--- config.mk ---
export PLATFORM = sky130hd
export DESIGN_NAME = bist_apb_sequencer
export DESIGN_NICKNAME = d
export VERILOG_FILES = /design/src/rtl/bist_pkg.sv /design/src/rtl/bist_apb_sequencer_apb_master_fsm.sv /design/src/rtl/bist_apb_sequencer.sv
export SDC_FILE = /design/constraint.sdc
export NUM_CORES = 1
export LEC_CHECK = 0
export ABC_CLOCK_PERIOD_IN_PS = 2170
export BUFFER_PORTS_ARGS = -buffer_cell sky130_fd_sc_hd__buf_2
export CAP_MARGIN = 20
export CORE_MARGIN = 8
export CORE_UTILIZATION = 30
export DETAILED_ROUTE_END_ITERATION = 10
export SETUP_SLACK_MARGIN = 0.02
export SYNTH_ARGS = -nofsm -noshare
export SYNTH_HDL_FRONTEND = slang
export SYNTH_SLANG_ARGS = --single-unit
--- constraint.sdc ---
create_clock -name clk_i -period 2.17 [get_ports clk_i]
set_clock_uncertainty 0.2 [all_clocks]
set_input_delay 0.1085 -clock clk_i [delete_from_list [all_inputs] [get_ports clk_i]]
set_output_delay 0.1085 -clock clk_i [all_outputs]
set_load 0.05 [all_outputs]
--- src/rtl/bist_pkg.sv ---
// Shared constants and state types for the ALU runtime-BIST APB sequencer.
// Register map of the BIST controller plus FSM encodings.
package bist_pkg;

  localparam logic [31:0] CTRL_ADDR   = 32'h0;
  localparam logic [31:0] STATUS_ADDR = 32'h4;

  localparam int CTRL_EN     = 0;
  localparam int STATUS_DONE = 0;
  localparam int STATUS_FAIL = 1;

  typedef enum logic [1:0] {
    NONE      = 2'b00,
    BIST_FAIL = 2'b01,
    POLL_TO   = 2'b10,
    APB_TO    = 2'b11
  } seq_err_e;

  typedef enum logic [1:0] {
    A_IDLE,
    A_SETUP,
    A_ACCESS
  } apb_state_e;

  typedef enum logic [2:0] {
    S_IDLE,
    S_EN,
    S_GAP,
    S_POLL,
    S_DIS,
    S_FIN
  } seq_state_e;

endpackage

--- src/rtl/bist_apb_sequencer_apb_master_fsm.sv ---
// Single-transfer APB master: request/response on one side, APB on the other.
// Owns the ACCESS-phase timeout counter.
module apb_master_fsm
  import bist_pkg::*;
#(
  parameter int ADDR_W      = 32,
  parameter int DATA_W      = 32,
  parameter int APB_TIMEOUT = 16
) (
  input  logic              clk_i,
  input  logic              rst_ni,
  input  logic              req_valid_i,
  output logic              req_ready_o,
  input  logic              req_write_i,
  input  logic [ADDR_W-1:0] req_addr_i,
  input  logic [DATA_W-1:0] req_wdata_i,
  output logic              rsp_valid_o,
  output logic              rsp_err_o,
  output logic [DATA_W-1:0] rsp_rdata_o,
  output logic [ADDR_W-1:0] paddr_o,
  output logic              psel_o,
  output logic              penable_o,
  output logic              pwrite_o,
  output logic [DATA_W-1:0] pwdata_o,
  input  logic [DATA_W-1:0] prdata_i,
  input  logic              pready_i
);

  localparam int CW = $clog2(APB_TIMEOUT + 1);

  apb_state_e    state_q, state_d;
  logic [CW-1:0] cnt_q, cnt_d;
  logic          fire, done, abort;

  always_comb begin
    state_d = state_q;
    cnt_d   = cnt_q;
    fire    = 1'b0;
    done    = 1'b0;
    abort   = 1'b0;
    unique case (state_q)
      A_IDLE: begin
        if (req_valid_i) begin
          fire    = 1'b1;
          state_d = A_SETUP;
        end
      end
      A_SETUP: begin
        state_d = A_ACCESS;
        cnt_d   = '0;
      end
      A_ACCESS: begin
        if (pready_i) begin
          done    = 1'b1;
          state_d = A_IDLE;
        end else if (cnt_q == CW'(APB_TIMEOUT - 1)) begin
          abort   = 1'b1;
          state_d = A_IDLE;
        end else begin
          cnt_d = cnt_q + CW'(1);
        end
      end
      default: state_d = A_IDLE;
    endcase
  end

  always_ff @(posedge clk_i) begin
    if (!rst_ni) begin
      state_q     <= A_IDLE;
      cnt_q       <= '0;
      paddr_o     <= '0;
      pwrite_o    <= 1'b0;
      pwdata_o    <= '0;
      rsp_valid_o <= 1'b0;
      rsp_err_o   <= 1'b0;
      rsp_rdata_o <= '0;
    end else begin
      state_q     <= state_d;
      cnt_q       <= cnt_d;
      rsp_valid_o <= done | abort;
      rsp_err_o   <= abort;
      if (fire) begin
        paddr_o  <= req_addr_i;
        pwrite_o <= req_write_i;
        pwdata_o <= req_wdata_i;
      end
      if (done)
        rsp_rdata_o <= pwrite_o ? '0 : prdata_i;
      else if (abort)
        rsp_rdata_o <= '0;
    end
  end

  assign req_ready_o = (state_q == A_IDLE);
  assign psel_o      = (state_q != A_IDLE);
  assign penable_o   = (state_q == A_ACCESS);

endmodule

--- src/rtl/bist_apb_sequencer.sv ---
// Self-test sequencer and debug command port sharing one APB master
// that drives the ALU runtime-BIST controller.
module bist_apb_sequencer
  import bist_pkg::*;
#(
  parameter int ADDR_W      = 32,
  parameter int DATA_W      = 32,
  parameter int APB_TIMEOUT = 16,
  parameter int POLL_GAP    = 8,
  parameter int MAX_POLLS   = 64
) (
  input  logic              clk_i,
  input  logic              rst_ni,
  input  logic              start_i,
  input  logic              cmd_valid_i,
  output logic              cmd_ready_o,
  input  logic              cmd_write_i,
  input  logic [ADDR_W-1:0] cmd_addr_i,
  input  logic [DATA_W-1:0] cmd_wdata_i,
  output logic              rsp_valid_o,
  output logic [DATA_W-1:0] rsp_rdata_o,
  output logic              rsp_err_o,
  output logic              seq_busy_o,
  output logic              seq_done_o,
  output logic              seq_pass_o,
  output logic [1:0]        seq_err_o,
  output logic [ADDR_W-1:0] paddr_o,
  output logic              psel_o,
  output logic              penable_o,
  output logic              pwrite_o,
  output logic [DATA_W-1:0] pwdata_o,
  input  logic [DATA_W-1:0] prdata_i,
  input  logic              pready_i
);

  localparam int PW = $clog2(MAX_POLLS + 1);
  localparam int GW = $clog2(POLL_GAP + 2);

  seq_state_e    st_q, st_d;
  seq_err_e      err_q, err_d;
  logic          pass_q, pass_d;
  logic [PW-1:0] poll_q, poll_d;
  logic [GW-1:0] gap_q, gap_d;
  logic          issued_q, issued_d;
  logic          cmd_pend_q;

  logic              seq_req, seq_write, seq_own, seq_rsp;
  logic [ADDR_W-1:0] seq_addr;
  logic [DATA_W-1:0] seq_wdata;
  logic              start_ok, cmd_fire;

  logic              m_req_valid, m_req_ready, m_req_write;
  logic [ADDR_W-1:0] m_req_addr;
  logic [DATA_W-1:0] m_req_wdata;
  logic              m_rsp_valid, m_rsp_err;
  logic [DATA_W-1:0] m_rsp_rdata;

  assign seq_own  = st_q inside {S_EN, S_GAP, S_POLL, S_DIS};
  assign start_ok = start_i && (st_q == S_IDLE) && !cmd_pend_q
                    && m_req_ready;
  assign seq_rsp  = m_rsp_valid && !cmd_pend_q;

  // Gated by rst_ni so the port reads 0 while reset is held.
  assign cmd_ready_o = rst_ni && m_req_ready && !seq_own
                       && !start_i && !cmd_pend_q;
  assign cmd_fire    = cmd_valid_i && cmd_ready_o;

  assign m_req_valid = seq_own ? seq_req   : cmd_fire;
  assign m_req_write = seq_own ? seq_write : cmd_write_i;
  assign m_req_addr  = seq_own ? seq_addr  : cmd_addr_i;
  assign m_req_wdata = seq_own ? seq_wdata : cmd_wdata_i;

  assign rsp_valid_o = m_rsp_valid && cmd_pend_q;
  assign rsp_err_o   = rsp_valid_o && m_rsp_err;
  assign rsp_rdata_o = rsp_valid_o ? m_rsp_rdata : '0;

  assign seq_busy_o = seq_own;
  assign seq_done_o = (st_q == S_FIN);
  assign seq_pass_o = pass_q;
  assign seq_err_o  = err_q;

  always_comb begin
    st_d      = st_q;
    err_d     = err_q;
    pass_d    = pass_q;
    poll_d    = poll_q;
    gap_d     = gap_q;
    issued_d  = issued_q;
    seq_req   = 1'b0;
    seq_write = 1'b0;
    seq_addr  = ADDR_W'(CTRL_ADDR);
    seq_wdata = '0;
    unique case (st_q)
      S_IDLE: begin
        if (start_ok) begin
          st_d     = S_EN;
          err_d    = NONE;
          pass_d   = 1'b0;
          poll_d   = '0;
          issued_d = 1'b0;
        end
      end
      S_EN: begin
        seq_req            = !issued_q;
        seq_write          = 1'b1;
        seq_wdata[CTRL_EN] = 1'b1;
        if (seq_req && m_req_ready) issued_d = 1'b1;
        if (seq_rsp) begin
          issued_d = 1'b0;
          gap_d    = '0;
          if (m_rsp_err) begin
            err_d = APB_TO;
            st_d  = S_FIN;
          end else begin
            st_d = S_GAP;
          end
        end
      end
      S_GAP: begin
        if (gap_q + GW'(1) >= GW'(POLL_GAP)) st_d = S_POLL;
        else gap_d = gap_q + GW'(1);
      end
      S_POLL: begin
        seq_req  = !issued_q;
        seq_addr = ADDR_W'(STATUS_ADDR);
        if (seq_req && m_req_ready) issued_d = 1'b1;
        if (seq_rsp) begin
          issued_d = 1'b0;
          gap_d    = '0;
          if (m_rsp_err) begin
            err_d = APB_TO;
            st_d  = S_FIN;
          end else if (m_rsp_rdata[STATUS_DONE]) begin
            err_d = m_rsp_rdata[STATUS_FAIL] ? BIST_FAIL : NONE;
            st_d  = S_DIS;
          end else if (poll_q == PW'(MAX_POLLS - 1)) begin
            err_d = POLL_TO;
            st_d  = S_DIS;
          end else begin
            poll_d = poll_q + PW'(1);
            st_d   = S_GAP;
          end
        end
      end
      S_DIS: begin
        seq_req   = !issued_q;
        seq_write = 1'b1;
        if (seq_req && m_req_ready) issued_d = 1'b1;
        if (seq_rsp) begin
          issued_d = 1'b0;
          if (m_rsp_err) err_d = APB_TO;
          st_d = S_FIN;
        end
      end
      S_FIN: st_d = S_IDLE;
      default: st_d = S_IDLE;
    endcase
    if (st_d == S_FIN && st_q != S_FIN) pass_d = (err_d == NONE);
  end

  always_ff @(posedge clk_i) begin
    if (!rst_ni) begin
      st_q       <= S_IDLE;
      err_q      <= NONE;
      pass_q     <= 1'b0;
      poll_q     <= '0;
      gap_q      <= '0;
      issued_q   <= 1'b0;
      cmd_pend_q <= 1'b0;
    end else begin
      st_q     <= st_d;
      err_q    <= err_d;
      pass_q   <= pass_d;
      poll_q   <= poll_d;
      gap_q    <= gap_d;
      issued_q <= issued_d;
      if (cmd_fire) cmd_pend_q <= 1'b1;
      else if (m_rsp_valid) cmd_pend_q <= 1'b0;
    end
  end

  apb_master_fsm #(
    .ADDR_W      (ADDR_W),
    .DATA_W      (DATA_W),
    .APB_TIMEOUT (APB_TIMEOUT)
  ) u_apb (
    .clk_i       (clk_i),
    .rst_ni      (rst_ni),
    .req_valid_i (m_req_valid),
    .req_ready_o (m_req_ready),
    .req_write_i (m_req_write),
    .req_addr_i  (m_req_addr),
    .req_wdata_i (m_req_wdata),
    .rsp_valid_o (m_rsp_valid),
    .rsp_err_o   (m_rsp_err),
    .rsp_rdata_o (m_rsp_rdata),
    .paddr_o     (paddr_o),
    .psel_o      (psel_o),
    .penable_o   (penable_o),
    .pwrite_o    (pwrite_o),
    .pwdata_o    (pwdata_o),
    .prdata_i    (prdata_i),
    .pready_i    (pready_i)
  );

endmodule

# After elaboration in Yosys (flattened, before gate mapping)

Index checks and enable logic that the tools add are counted.

Bits in registers: 125
Latch bits: 0
Bits in writable memories: 0
Memory bits (read-only): 0
Bits of input ports: 102
Output and inout port bits: 107
Logic and storage cells: 144
Memories: 0

$add $sub $neg: 3
Multipliers: 0
Divide/modulo/power cells: 0
Magnitude comparators: 1
Equal/unequal tests: 23
Shift operators: 0
Multiplexer cells: 62
Bitwise logic cells: 1
Reduce and logical (&&, ||, !) cells: 39

Operator list:

| operator              | number |
|---|---|
| $mux W32              | 6 |
| $mux W7               | 5 |
| $mux W3               | 10 |
| $mux W1               | 20 |
| $mux W2               | 10 |
| $ne A2 B2 Y1 const B  | 9 |
| $reduce_bool A2 Y1    | 9 |
| $pmux W3 S5           | 1 |
| $pmux W7 S2           | 1 |
| $logic_and A1 B1 Y1   | 13 |
| $pmux W2 S3           | 2 |
| $mux W5               | 2 |
| $pmux W5 S2           | 1 |
| $eq A3 B3 Y1 const B  | 3 |
| $reduce_and A3 Y1     | 3 |
| $mux W4               | 2 |
| $pmux W4 S2           | 1 |
| $add A7 B1 Y7 const B | 1 |
| $eq A7 B6 Y1 const B  | 1 |
| $eq A3 B2 Y1 const B  | 2 |
| $ne A3 B1 Y1 const B  | 2 |
| $reduce_and A6 Y1     | 1 |
| $add A5 B1 Y5 const B | 1 |
| $eq A5 B4 Y1 const B  | 1 |
| 16 further kinds      | 22 |

# Longest topological paths before layout

Depth in word-level cells: 10
Depth in mapped cells: 9
Depth with buffers taken out: 7

# Modules after synthesis

A second synthesis with hierarchy kept.

Cell total of the unflattened synthesis: 702
Area, all modules: 5550.3 um2

By module, submodules not included:

| module             | instances | cells an instance | area an instance (um2) | sequential area each (um2) |
|---|---|---|---|---|
| apb_master_fsm     | 1         | 448               | 3769.9                 | 2122.0 |
| bist_apb_sequencer | 1         | 254               | 1780.5                 | 380.4 |

# Worst setup path before layout

Ideal clock, no wire load.

Path type: register to register
Start point: register u_apb.cnt_q[0]
End point: register u_apb.cnt_q[2]
Library setup time: 0.070 ns
Data arrival time: 1.805 ns
Data required time: 1.900 ns
Path slack: 0.094 ns
Cell stages (with the launch flop): 8
Buffers on the path: 1
Period minus slack after synthesis: 2.076 ns
Cells stage by stage: dfxtp_1 > ha_1 > and3_1 > ha_1 > or3_1 > clkbuf_1 > or3_1 > a21oi_1

Cells in the longest elaborated chain, start to end: 4
Elaborated cells between the ends (all ways): 7
Those cells by class: add/sub (1); eq/ne (2); mux (3); reduce/logical (1)

RTL lines:

| item                   | RTL line                                | source |
|---|---|---|
| start, declared        | bist_apb_sequencer_apb_master_fsm.sv:32 | `logic [CW-1:0] cnt_q, cnt_d;` |
| start signal, assigned | bist_apb_sequencer_apb_master_fsm.sv:79 | `cnt_q <= cnt_d;` |
| $add A5 B1 Y5          | bist_apb_sequencer_apb_master_fsm.sv:60 | `cnt_d = cnt_q + CW'(1);` |
| $mux W5                | bist_apb_sequencer_apb_master_fsm.sv:56 | `end else if (cnt_q == CW'(APB_TIMEOUT - 1)) begin` |
| $mux W5                | bist_apb_sequencer_apb_master_fsm.sv:53 | `if (pready_i) begin` |
| $pmux W5 S2            | bist_apb_sequencer_apb_master_fsm.sv:41 | `unique case (state_q)` |

Several ways; a longest one is shown, not always the timed one. The select of a mux whose other input is x is not followed.
A chain may end at the register's enable or synchronous reset.

# Worst setup path after layout

Start point: register cmd_pend_q
End point: output port rsp_rdata_o[5]

Cells in the longest elaborated chain, start to end: 2

RTL lines:

| item                   | RTL line                  | source |
|---|---|---|
| start, declared        | bist_apb_sequencer.sv:45  | `logic cmd_pend_q;` |
| start signal, assigned | bist_apb_sequencer.sv:169 | `cmd_pend_q <= 1'b0;` |
| start signal, assigned | bist_apb_sequencer.sv:177 | `if (cmd_fire) cmd_pend_q <= 1'b1;` |
| start signal, assigned | bist_apb_sequencer.sv:178 | `else if (m_rsp_valid) cmd_pend_q <= 1'b0;` |
| $logic_and A1 B1 Y1    | bist_apb_sequencer.sv:73  | `assign rsp_valid_o = m_rsp_valid && cmd_pend_q;` |
| $mux W32               | bist_apb_sequencer.sv:75  | `assign rsp_rdata_o = rsp_valid_o ? m_rsp_rdata : '0;` |
| end, declared          | bist_apb_sequencer.sv:21  | `output logic [DATA_W-1:0] rsp_rdata_o,` |

Every way passes these cells.

==> results.cfg <==
[routing]
firstDrtPassIters = 5
num_vias = 5550
remaining_drc_errors = 0
drt_iter0_drc = 272
post_drt_wl_per_cell_um = 15.18
vias_per_cell = 4.727
drtAntennaViolNets = 0
wl_um = 17820

[critical_path]
worst-setup-path-type = reg -> out
cp-end-kind = output pin
rrSetupSlack_ns = 0.17
crit_chain = buf_4 -> and3_1 -> buf_2
r2r_end = u_apb.cnt_q[3]$_SDFFE_PN0P_
worstSetupStartpointType = register
path_max_fanout = 34
r2r_cells = 8
cp.arrival_ns = 1.72
r2r_start = u_apb.cnt_q[0]$_SDFFE_PN0P_
required_ns = 1.86
slowest_delay_ns = 0.45
cp_slowest_cell = dfxtp_1

[timing]
slew_headroom = 0.5782
layout_min_cycle_time_ns = 2.029
tns_ns = 0
worst_pin_slew_ns = 0.6326
finalMaxSlewViolations = 0
finalHoldViolCount = 0
setup_viol = 0
grt_setup_unrepaired = no
period_share = 0.9349
max_freq_mhz = 492.9

[cts]
cts_tree = done
clkTransAtPathRegs_ns = 0.06
clock-sinks = 125
h-tree-depth = 4
clk_latency_ns = 0.41
root_buffer = clkbuf_16
clk_path_buf_depth = 2
numCtsBuffers = 17

[global_route]
grt_pass1_vias = 5419
grt_pass1_wl_um = 28030
gr-usage-all-layers = 0.1576
grt_max_degree = 55
overflow = 0
antenna_found_initial = 2

[pwr]
p_leak_nw = 3.849
ir_drop_uv = 574.0
p_per_area_nw_per_um2 = 887.6

[floorplan]
dieArea_um2 = 21920
die_y_um = 148.1
rows = 48
ios = 209
start_util = 0.3046
die_x_um = 148.1
coreArea_um2 = 17180

[place]
dp.final_hpwl_um = 11370
placed_cell_area_um2 = 6583
port_buffers = 208
gp_congestion = 0.7406

[cells_and_area]
drive_gt1_frac = 0.3094
areaGrowthSynthToFinish_pct = 57.12
layout_common_cells = buf_2 (206), dfxtp_1 (123), dlygate4sd3_1 (99)
fillers = 1678
final_area_um2 = 8219
nets = 1040
fin_util = 0.4785
final_common_cell = buf_2

[status]
status = complete, no violations

[hold_path]
hp-start = rst_ni
whs_path_depth = 3
holdPathEnd = poll_q[1]$_SDFFE_PN0P_
hold_path_class = in -> reg

[yosys]
async_flop_share = 0
ys_warn_count = 0
syn_avg_cell_area_um2 = 8.277
synth-main-ff-cell = dfxtp_1
synth_nets = 738
synth_cell_types = 50
seq_area_frac_synth = 0.4784
netlist_area_um2 = 5231
synth-edff-count = 0
synth_seq_cells = 125
syn_inst = 632

[job]
cap_violations = 0
worst max-delay path, delay by kind of cell, from the launching register on:
family	cells	cell delay, ns
buffers and inverters	2	0.62
and+or+nand+nor	1	0.22
DFF	1	0.45
per-stage QoR:
step / setup slack, ns / hold slack [ns] / std cells / power [mW]
2_1_floorplan: 0.09447 / -0.01438 / 632 / 3.914
3_3_place_gp: 0.1405 / 0.1474 / 1038 / 4.393
3_5_place_dp: 0.1179 / 0.1505 / 1038 / 4.404
4_1_cts: 0.02575 / 0.008610 / 1169 / 7.357
5_1_grt: 0.04946 / 0.03545 / 1174 / 7.655
6_report: 0.1413 / 0.01084 / 1174 / 7.295
cell usage after synthesis, drive strengths merged, types with 8 or more instances:
cell type,n,area (µm²)
clkbuf,38,143.9
nor2,58,217.7
dfxtp,125,2502
nand2b,8,50.05
nand3,70,380.4
buf,18,111.4
a22oi,32,240.2
a21oi,20,103.9
inv,8,30.03
o21ai,71,374.1
and3,37,231.5
nand2,77,289.0
report_power, final:
part / switching [mW] / internal (mW) / total, mW
combinational: 1.31 / 0.581 / 1.89
clock: 1.08 / 1.69 / 2.76
sequential: 0.115 / 2.52 / 2.64
flip-flops by register name, indices dropped and copies added (netlist names):
signal	flops
u_apb.paddr_o	32
u_apb.rsp_valid_o	1
u_apb.state_q	2
st_q	3
cmd_pend_q	1
u_apb.pwrite_o	1
gap_q	4
u_apb.cnt_q	5
seq_pass_o	1
u_apb.pwdata_o	32
u_apb.rsp_rdata_o	32
u_apb.rsp_err_o	1
issued_q	1
seq_err_o	2
poll_q	7
kinds of logic (layout without fill, tap and decap cells):
logic type	count (synthesis)	after routing	share of synthesized area
xor gates and xnor gates	6	6	0.01005
muxes	5	5	0.009567
buffers and inverters	64	379	0.05453
and+or+nand+nor	285	285	0.2686
DFF	125	125	0.4784
adders and majority gates	4	4	0.009567
AOI/OAI and AO/OA	143	143	0.1693
other	0	2	0
layout make-up:
class | count | area [µm²] | area share
Antenna cell | 2 | 5.005 | 0.0006089
Tap cell | 225 | 281.5 | 0.03425
Clock inverter | 14 | 145.1 | 0.01766
Sequential cell | 125 | 2505 | 0.3048
Inverter | 8 | 30.03 | 0.003654
Multi-Input combinational cell | 443 | 2475 | 0.3011
Clock buffer | 18 | 429.2 | 0.05222
Timing Repair Buffer | 339 | 2349 | 0.2857
routing by layer:
| metal | global-route usage | routed length, µm | vias to the layer above | part of all wire |
|---|---|---|---|---|
| li1 | - | - | 2815 | - |
| met1 | 0.1888 | 7672 | 2540 | 0.43 |
| met2 | 0.2559 | 8710 | 167 | 0.49 |
| met3 | 0.04953 | 1003 | 28 | 0.056 |
| met4 | 0.06731 | 437 | 0 | 0.025 |
| met5 | 0 | 0 | - | 0 |
worst max-delay path by stage:
stage / depth (start not counted) / endpoint / from
floorplan: 7 / u_apb.cnt_q[2]$_SDFFE_PN0P_ / u_apb.cnt_q[0]$_SDFFE_PN0P_
global placement: 8 / u_apb.cnt_q[3]$_SDFFE_PN0P_ / u_apb.cnt_q[0]$_SDFFE_PN0P_
detailed placement: 8 / u_apb.cnt_q[3]$_SDFFE_PN0P_ / u_apb.cnt_q[0]$_SDFFE_PN0P_
CTS: 5 / seq_busy_o / st_q[0]$_SDFF_PN0_
global route: 8 / u_apb.cnt_q[3]$_SDFFE_PN0P_ / u_apb.cnt_q[0]$_SDFFE_PN0P_
finish: 3 / rsp_rdata_o[5] / cmd_pend_q$_SDFFE_PN0P_
timing repair:
action	4_1_cts	5_1_grt
endpoints found under the hold margin	103	0
resized for setup	3	7
pin swaps	0	1
cloned	0	1
buffers inserted	0	2
hold buffers	99	0
endpoints found under the setup margin	2	4
Note: power is estimated with default switching activity, not from simulation.
